[config.mk]
export PLATFORM = sky130hd
export DESIGN_NAME = pipe_ctrl_flat
export DESIGN_NICKNAME = d
export VERILOG_FILES = /design/src/rtl/pipe_ctrl_pkg.sv /design/src/rtl/pipe_ctrl_if.sv /design/src/rtl/pipe_ctrl_sat_counter.sv /design/src/rtl/pipe_ctrl.sv /design/src/flat_wrapper.sv
export SDC_FILE = /design/constraint.sdc
export NUM_CORES = 1
export LEC_CHECK = 0
export BUFFER_PORTS_ARGS = -buffer_cell sky130_fd_sc_hd__buf_4
export CORE_MARGIN = 1.5
export CORE_UTILIZATION = 32
export DETAILED_ROUTE_END_ITERATION = 7
export GPL_ROUTABILITY_DRIVEN = 0
export HOLD_SLACK_MARGIN = 0.03
export PLACE_DENSITY_LB_ADDON = 0.05
export SLEW_MARGIN = 20
export SYNTH_ARGS = -nofsm -noshare
export SYNTH_HDL_FRONTEND = slang
export SYNTH_SLANG_ARGS = --single-unit
[constraint.sdc]
create_clock -name clk -period 3.3 [get_ports clk]
set_input_delay 0.165 -clock clk [delete_from_list [all_inputs] [get_ports clk]]
set_output_delay 0.165 -clock clk [all_outputs]
set_load 0.005 [all_outputs]
[src/rtl/pipe_ctrl_pkg.sv]
// Shared types for the pipeline hazard/stall sequencer: per-stage control
// encodings, sequencer state codes and the packed five-stage control word.
package pipe_ctrl_pkg;

   typedef enum logic [1:0] {
      CTRL_STATE_DEFAULT = 2'b00,
      CTRL_STATE_STALL   = 2'b01,
      CTRL_STATE_FLUSH   = 2'b10
   } ctrl_state_e;

   typedef enum logic [1:0] {
      PIPE_RUN        = 2'b00,
      PIPE_MEM_WAIT   = 2'b01,
      PIPE_TRAP_FLUSH = 2'b10
   } pipe_state_e;

   typedef struct packed {
      ctrl_state_e pc;
      ctrl_state_e if_id;
      ctrl_state_e id_ex;
      ctrl_state_e ex_mem;
      ctrl_state_e mem_wb;
   } ctrl_vec_t;

   // Wait and trap-flush counters share one width; MEM_TIMEOUT tops out at 2^16-1.
   localparam int SAT_W = 16;

   function automatic ctrl_vec_t ctrl_vec(input ctrl_state_e pc, input ctrl_state_e if_id,
                                          input ctrl_state_e id_ex, input ctrl_state_e ex_mem,
                                          input ctrl_state_e mem_wb);
      ctrl_vec_t v;
      v.pc     = pc;
      v.if_id  = if_id;
      v.id_ex  = id_ex;
      v.ex_mem = ex_mem;
      v.mem_wb = mem_wb;
      return v;
   endfunction

endpackage

[src/rtl/pipe_ctrl_if.sv]
// Request/control bundle between the pipeline stages (master) and the
// hazard sequencer (slave).
interface pipe_ctrl_if
   import pipe_ctrl_pkg::*;
#(
   parameter int CNT_W = 32
);
   logic             trap_i;
   logic             mem_req_i;
   logic             mem_ack_i;
   logic             branch_taken_i;
   logic             ld_use_i;
   logic             if_stall_i;
   logic             perf_clr_i;
   ctrl_state_e      ctrl_pc_o;
   ctrl_state_e      ctrl_if_id_o;
   ctrl_state_e      ctrl_id_ex_o;
   ctrl_state_e      ctrl_ex_mem_o;
   ctrl_state_e      ctrl_mem_wb_o;
   logic             mem_busy_o;
   logic             mem_timeout_o;
   logic [CNT_W-1:0] stall_cnt_o;

   modport master (
      output trap_i, mem_req_i, mem_ack_i, branch_taken_i, ld_use_i, if_stall_i, perf_clr_i,
      input  ctrl_pc_o, ctrl_if_id_o, ctrl_id_ex_o, ctrl_ex_mem_o, ctrl_mem_wb_o,
      input  mem_busy_o, mem_timeout_o, stall_cnt_o
   );

   modport slave (
      input  trap_i, mem_req_i, mem_ack_i, branch_taken_i, ld_use_i, if_stall_i, perf_clr_i,
      output ctrl_pc_o, ctrl_if_id_o, ctrl_id_ex_o, ctrl_ex_mem_o, ctrl_mem_wb_o,
      output mem_busy_o, mem_timeout_o, stall_cnt_o
   );
endinterface

[src/rtl/pipe_ctrl_sat_counter.sv]
// Saturating up/down counter with clear and load; holds at MAX going up
// and at zero going down. Priority: clr, load, inc, dec.
module sat_counter #(
   parameter int               WIDTH = 16,
   parameter logic [WIDTH-1:0] MAX   = '1
) (
   input  logic             clk,
   input  logic             rst,
   input  logic             clr,
   input  logic             load,
   input  logic [WIDTH-1:0] load_val,
   input  logic             inc,
   input  logic             dec,
   output logic [WIDTH-1:0] count
);

   always_ff @(posedge clk or negedge rst) begin
      if (!rst) begin
         count <= '0;
      end else if (clr) begin
         count <= '0;
      end else if (load) begin
         count <= load_val;
      end else if (inc && (count != MAX)) begin
         count <= count + 1'b1;
      end else if (dec && (count != '0)) begin
         count <= count - 1'b1;
      end
   end

endmodule

[src/rtl/pipe_ctrl.sv]
// Pipeline hazard/stall sequencer: arbitrates trap, memory wait, redirect,
// load-use and fetch-wait into per-stage control words, plus perf/timeout.
module pipe_ctrl
   import pipe_ctrl_pkg::*;
#(
   parameter int TRAP_FLUSH_CYCLES = 2,
   parameter int MEM_TIMEOUT       = 255,
   parameter int CNT_W             = 32
) (
   input logic        clk,
   input logic        rst,
   pipe_ctrl_if.slave bus
);

   localparam ctrl_state_e D = CTRL_STATE_DEFAULT;
   localparam ctrl_state_e S = CTRL_STATE_STALL;
   localparam ctrl_state_e F = CTRL_STATE_FLUSH;

   localparam logic [SAT_W-1:0] ONE         = SAT_W'(1);
   localparam logic [SAT_W-1:0] TIMEOUT_VAL = SAT_W'(MEM_TIMEOUT);
   localparam logic [SAT_W-1:0] FLUSH_VAL   = SAT_W'(TRAP_FLUSH_CYCLES);
   localparam logic [SAT_W-1:0] FLUSH_MAX   = (TRAP_FLUSH_CYCLES > 0) ? FLUSH_VAL : ONE;
   localparam bit               HAS_FLUSH   = (TRAP_FLUSH_CYCLES > 0);

   pipe_state_e      state, next_state;
   ctrl_vec_t        ctrl;
   logic             wait_load, wait_inc, wait_clr;
   logic             trap_load, trap_dec;
   logic             timeout_hit;
   logic             mem_timeout;
   logic [SAT_W-1:0] wait_cnt, trap_cnt;
   logic [CNT_W-1:0] stall_cnt;

   sat_counter #(.WIDTH(SAT_W), .MAX(TIMEOUT_VAL)) u_wait_cnt (
      .clk(clk), .rst(rst), .clr(wait_clr), .load(wait_load), .load_val(ONE),
      .inc(wait_inc), .dec(1'b0), .count(wait_cnt)
   );

   sat_counter #(.WIDTH(SAT_W), .MAX(FLUSH_MAX)) u_trap_cnt (
      .clk(clk), .rst(rst), .clr(1'b0), .load(trap_load), .load_val(FLUSH_VAL),
      .inc(1'b0), .dec(trap_dec), .count(trap_cnt)
   );

   // Mealy arbitration; stage registers act on these words at the next edge.
   always_comb begin
      ctrl       = ctrl_vec(D, D, D, D, D);
      next_state = state;
      wait_load  = 1'b0;
      wait_inc   = 1'b0;
      wait_clr   = 1'b0;
      trap_load  = 1'b0;
      trap_dec   = 1'b0;
      case (state)
         PIPE_RUN: begin
            if (bus.trap_i) begin
               ctrl = ctrl_vec(D, F, F, F, F);
               if (HAS_FLUSH) begin
                  next_state = PIPE_TRAP_FLUSH;
                  trap_load  = 1'b1;
               end
            end else if (bus.mem_req_i && !bus.mem_ack_i) begin
               ctrl       = ctrl_vec(S, S, S, S, F);
               next_state = PIPE_MEM_WAIT;
               wait_load  = 1'b1;
            end else if (bus.branch_taken_i) begin
               ctrl = ctrl_vec(D, F, F, D, D);
            end else if (bus.ld_use_i) begin
               ctrl = ctrl_vec(S, S, F, D, D);
            end else if (bus.if_stall_i) begin
               ctrl = ctrl_vec(S, F, D, D, D);
            end
         end
         PIPE_MEM_WAIT: begin
            // Upstream requests are frozen here and get re-evaluated after the ack.
            if (bus.mem_ack_i) begin
               next_state = PIPE_RUN;
               wait_clr   = 1'b1;
            end else begin
               ctrl     = ctrl_vec(S, S, S, S, F);
               wait_inc = 1'b1;
            end
         end
         PIPE_TRAP_FLUSH: begin
            ctrl     = ctrl_vec(S, F, F, F, D);
            trap_dec = 1'b1;
            if (trap_cnt <= ONE) begin
               next_state = PIPE_RUN;
            end
         end
         default: begin
            next_state = PIPE_RUN;
         end
      endcase
      if (!rst) begin
         ctrl = ctrl_vec(D, D, D, D, D);
      end
   end

   // Fires only on the transition into MEM_TIMEOUT, so saturation does not re-pulse.
   assign timeout_hit = (wait_load && (TIMEOUT_VAL == ONE)) ||
                        (wait_inc && (wait_cnt == TIMEOUT_VAL - ONE));

   always_ff @(posedge clk or negedge rst) begin
      if (!rst) begin
         state       <= PIPE_RUN;
         mem_timeout <= 1'b0;
      end else begin
         state       <= next_state;
         mem_timeout <= timeout_hit;
      end
   end

   always_ff @(posedge clk or negedge rst) begin
      if (!rst) begin
         stall_cnt <= '0;
      end else if (bus.perf_clr_i) begin
         stall_cnt <= '0;
      end else if (ctrl.pc == S) begin
         stall_cnt <= stall_cnt + 1'b1;
      end
   end

   assign bus.ctrl_pc_o     = ctrl.pc;
   assign bus.ctrl_if_id_o  = ctrl.if_id;
   assign bus.ctrl_id_ex_o  = ctrl.id_ex;
   assign bus.ctrl_ex_mem_o = ctrl.ex_mem;
   assign bus.ctrl_mem_wb_o = ctrl.mem_wb;
   assign bus.mem_busy_o    = (state == PIPE_MEM_WAIT);
   assign bus.mem_timeout_o = mem_timeout;
   assign bus.stall_cnt_o   = stall_cnt;

endmodule

[src/flat_wrapper.sv]
// flat-port wrapper written by rule: the top's interface ports become plain ports
module pipe_ctrl_flat import pipe_ctrl_pkg::*;
#(
   parameter int TRAP_FLUSH_CYCLES = 2,
   parameter int MEM_TIMEOUT       = 255,
   parameter int CNT_W             = 32
)
  (clk, rst, bus_trap_i, bus_mem_req_i, bus_mem_ack_i, bus_branch_taken_i, bus_ld_use_i, bus_if_stall_i, bus_perf_clr_i, bus_ctrl_pc_o, bus_ctrl_if_id_o, bus_ctrl_id_ex_o, bus_ctrl_ex_mem_o, bus_ctrl_mem_wb_o, bus_mem_busy_o, bus_mem_timeout_o, bus_stall_cnt_o);
  pipe_ctrl_if #(.CNT_W(CNT_W)) bus_i ();
  input logic clk;
  input logic rst;
  input wire logic [$bits(bus_i.trap_i)-1:0] bus_trap_i;
  input wire logic [$bits(bus_i.mem_req_i)-1:0] bus_mem_req_i;
  input wire logic [$bits(bus_i.mem_ack_i)-1:0] bus_mem_ack_i;
  input wire logic [$bits(bus_i.branch_taken_i)-1:0] bus_branch_taken_i;
  input wire logic [$bits(bus_i.ld_use_i)-1:0] bus_ld_use_i;
  input wire logic [$bits(bus_i.if_stall_i)-1:0] bus_if_stall_i;
  input wire logic [$bits(bus_i.perf_clr_i)-1:0] bus_perf_clr_i;
  output wire logic [$bits(bus_i.ctrl_pc_o)-1:0] bus_ctrl_pc_o;
  output wire logic [$bits(bus_i.ctrl_if_id_o)-1:0] bus_ctrl_if_id_o;
  output wire logic [$bits(bus_i.ctrl_id_ex_o)-1:0] bus_ctrl_id_ex_o;
  output wire logic [$bits(bus_i.ctrl_ex_mem_o)-1:0] bus_ctrl_ex_mem_o;
  output wire logic [$bits(bus_i.ctrl_mem_wb_o)-1:0] bus_ctrl_mem_wb_o;
  output wire logic [$bits(bus_i.mem_busy_o)-1:0] bus_mem_busy_o;
  output wire logic [$bits(bus_i.mem_timeout_o)-1:0] bus_mem_timeout_o;
  output wire logic [$bits(bus_i.stall_cnt_o)-1:0] bus_stall_cnt_o;
  assign bus_i.trap_i = bus_trap_i;
  assign bus_i.mem_req_i = bus_mem_req_i;
  assign bus_i.mem_ack_i = bus_mem_ack_i;
  assign bus_i.branch_taken_i = bus_branch_taken_i;
  assign bus_i.ld_use_i = bus_ld_use_i;
  assign bus_i.if_stall_i = bus_if_stall_i;
  assign bus_i.perf_clr_i = bus_perf_clr_i;
  assign bus_ctrl_pc_o = bus_i.ctrl_pc_o;
  assign bus_ctrl_if_id_o = bus_i.ctrl_if_id_o;
  assign bus_ctrl_id_ex_o = bus_i.ctrl_id_ex_o;
  assign bus_ctrl_ex_mem_o = bus_i.ctrl_ex_mem_o;
  assign bus_ctrl_mem_wb_o = bus_i.ctrl_mem_wb_o;
  assign bus_mem_busy_o = bus_i.mem_busy_o;
  assign bus_mem_timeout_o = bus_i.mem_timeout_o;
  assign bus_stall_cnt_o = bus_i.stall_cnt_o;
  pipe_ctrl #(.TRAP_FLUSH_CYCLES(TRAP_FLUSH_CYCLES), .MEM_TIMEOUT(MEM_TIMEOUT), .CNT_W(CNT_W)) u_core (.clk(clk), .rst(rst), .bus(bus_i));
endmodule
==> flow_metrics.py <==
metrics = {
    "clocking": {
        "cts_max_level": 3,
        "hold_buffers": 2,
        "tritoncts": "built",
        "clkTransAtPathRegs_ns": 0.06,
        "clock_sinks": 67,
        "cts_setup_buffers": 0,
        "clockRootBuffer": "clkbuf_16",
        "clock_path_buffers": 2,
        "cts_repair_resize_count": 0,
        "clkLatencyLatePin_ns": 0.34,
        "cts_buffers": 9,
    },
    "route": {
        "vias": 3319,
        "drtIter0Drc": 167,
        "drc": 0,
        "wl_per_cell_microns": 15.4,
        "wirelength_microns": 9720,
        "ant_nets": 0,
        "first_pass_iters": 4,
        "via_per_inst": 5.25,
    },
    "floorplan": {
        "dieHeight_microns": 114,
        "fp.dieW_microns": 114,
        "core-area_sq_um": 12000,
        "rows": 40,
        "start_util_pct": 32.8,
        "dieArea_sq_um": 13000,
        "io-pin-count": 53,
    },
    "placed_design": {
        "dp_cells": 615,
        "io_buffer_count": 50,
        "hpwl_microns": 6790,
    },
    "logic_synthesis": {
        "yosys.area.top_type_share_pct": 42.5,
        "synth_ff_type": "dfrtp_1",
        "avgSynthCellArea_sq_um": 9.11,
        "synth_edf_count": 0,
        "synthArstFlopShare_pct": 100,
        "yosysWarnings": 0,
        "yosys.area.top_type": "dfrtp_1",
        "netlist_area_sq_um": 3940,
        "yosysUniqueCellTypes": 54,
        "synthTopCellsByArea": "dfrtp_1 (43%), mux2_2 (8.6%), nor2_1 (6.0%)",
        "ys_ff_latch": 67,
        "seq_area_frac_synth_pct": 42.5,
        "synth_cells": 433,
    },
    "sta": {
        "timing.fmax_mhz": 382,
        "fin_worst_skew_ns": 0.00498,
        "finalMaxSlewViolations": 0,
        "hold_viol_final": 0,
        "rsz0062_at_grt": "false",
        "min_period_ns": 2.62,
        "tightest_slew_ns": 0.823,
        "final.setup.tns_ns": 0,
        "setup_viol": 0,
        "relSlewSlack_pct": 45.2,
        "period_share_pct": 79.3,
    },
    "power": {
        "p_per_area_nw_per_um2": 491,
        "leakagePower_nw": 2.08,
        "power.share.clock_pct": 39.4,
        "p_seq_share_pct": 44.7,
        "p_switching_mw": 0.689,
        "cellInternalPower_mw": 1.64,
        "pwr-share-comb_pct": 15.9,
        "p_sw_share_pct": 29.5,
        "worst_ir_drop_vdd_mv": 0.349,
    },
    "critical_path": {
        "crit_type": "flop to flop",
        "cp-end-kind": "flop",
        "crit_required_ns": 3.52,
        "arrival_ns": 2.84,
        "crit_fanout": 19,
        "startpoint_type": "flop",
    },
    "global_route": {
        "grt_max_degree": 62,
        "track_usage_pct": 16.4,
        "busiest_layer": "met2",
        "grt_use_met3_pct": 4.68,
        "grt.met2_usage_pct": 26.1,
        "grt_use_met1_pct": 21.3,
        "overflow": 0,
        "antenna_found_initial": 0,
        "grt_pass1_wl_microns": 16600,
        "grt_pass1_vias": 3287,
    },
    "final_layout": {
        "drive_gt1_share_pct": 22.5,
        "area_growth_pct": 20.5,
        "final_net_count": 496,
        "antenna_cells": 0,
        "instances_no_fill": 632,
        "fillerInstances": 1209,
    },
    "job": {
        "maxCapViolations": 0,
    },
    "worst_hold_path": {
        "min_path_type": "input port to flop",
    },
    "run_status": {
        "outcome": "finished, final reports clean",
    },
}
-- power by group through the flow --
| stage | Combinational [mW] | Sequential, mW | Clock [mW] |
|---|---|---|---|
| after CTS | 0.381 | 1.04 | 0.951 |
| after detailed placement | 0.376 | 1.06 | 0 |
| after global placement | 0.370 | 1.05 | 0 |
| final | 0.372 | 1.04 | 0.918 |
| after global routing | 0.434 | 1.07 | 0.978 |
| after floorplan | 0.281 | 1.03 | 0 |
-- Yosys cell counts, drive strengths merged, types with 6 or more instances --
cell / instances
dfrtp: 67
nor2: 63
nand3: 31
mux2: 30
nor2b: 29
nand2: 28
a21oi: 18
a211oi: 16
o21ai: 16
clkbuf: 15
inv: 11
xor2: 11
nand4: 8
and3: 7
nor4: 7
ha: 6
o211ai: 6
-- path summary, 6_finish.rpt --
check / start / endpoint / slack, ns / cells past startpoint
worst max-delay path: u_core.state[1] / u_core.bus.stall_cnt_o[2] / 0.68 / 7
worst min-delay path: bus_mem_req_i / u_core.u_wait_cnt.count[0] / 0.17 / 3
worst max register to register: u_core.state[1] / u_core.bus.stall_cnt_o[2] / 0.68 / 7
worst min register to register: u_core.u_trap_cnt.count[6] / u_core.u_trap_cnt.count[6] / 0.49 / 1
max in group asynchronous: rst / u_core.bus.stall_cnt_o[23] / 2.09 / 3
min in group asynchronous: rst / u_core.state[0] / 0.24 / 2
-- cells by family (layout without fill, tap and decap cells) --
family / after synthesis / in the layout / share of synthesized area, %
AND/OR/NAND/NOR: 204 / 204 / 26.4
AO/OA/AOI/OAI: 79 / 79 / 13.9
flip-flops: 67 / 67 / 42.5
multiplexers: 31 / 31 / 8.82
buffers and inverters: 31 / 82 / 3.30
XOR/XNOR: 14 / 14 / 3.11
adder cells (fa/ha/maj): 6 / 6 / 1.90
other: 1 / 2 / 0.0951
-- worst max-delay path: stages (launching register included) --
cell	delay, ns
dfrtp_1	0.53
nand2b_1	0.19
nor2_1	0.12
o21ai_2	0.68
buf_4	0.31
inv_1	0.11
o21ai_0	0.20
mux2_2	0.35
-- layout make-up --
class                      instances  area, sq um  area share (%)
tap                              147          184            3.87
timing repair buffer              56          425            8.95
clock buffer                      13          270            5.69
sequential                        67         1680            35.3
multi-input combinational        336         2140            45.1
clock inverter                     2         10.0           0.211
inverter                          11         41.3           0.869
-- through the flow --
stage / total power, mW / hold slack, ns / instance area [sq um] / setup slack (ns) / util, %
detailed placement: 1.43 / 0.0642 / 4450 / 0.702 / 37.1
global placement: 1.42 / 0.0679 / 4450 / 0.755 / 37.1
floorplan: 1.31 / -0.131 / 3950 / 1.24 / -
finish: 2.33 / 0.171 / 4750 / 0.681 / 39.6
CTS: 2.37 / 0.159 / 4750 / 0.656 / 39.6
global route: 2.48 / 0.181 / 4750 / 0.386 / 39.6
-- layer usage --
layer | up-vias | wire length (microns)
met5 | - | 0
met3 | 12 | 305
met4 | 0 | 136
met1 | 1605 | 4700
li1 | 1646 | -
met2 | 56 | 4580
-- registers in the layout, indices dropped and copies added, names as in the netlist --
name,cells
u_core.u_wait_cnt.count,16
u_core.state,2
u_core.bus.mem_timeout_o,1
u_core.bus.stall_cnt_o,32
u_core.u_trap_cnt.count,16
-- layout by cell type, fill, tap and decap left out, types with 6 or more instances in the layout --
master     synthesis  layout
ha_1               6       6
nand3_1           31      31
xor2_1            11      11
nand2_1           28      28
dfrtp_1           67      67
inv_1             11      11
nand4_1            8       8
nor2b_1           29      29
nor2_1            63      63
a21oi_1           18      18
and3_1             7       7
a211oi_1          16      16
mux2_2            30      30
o21ai_0           12      12
clkbuf_16          0       9
buf_4              3      54
(Power assumes the default switching activity.)
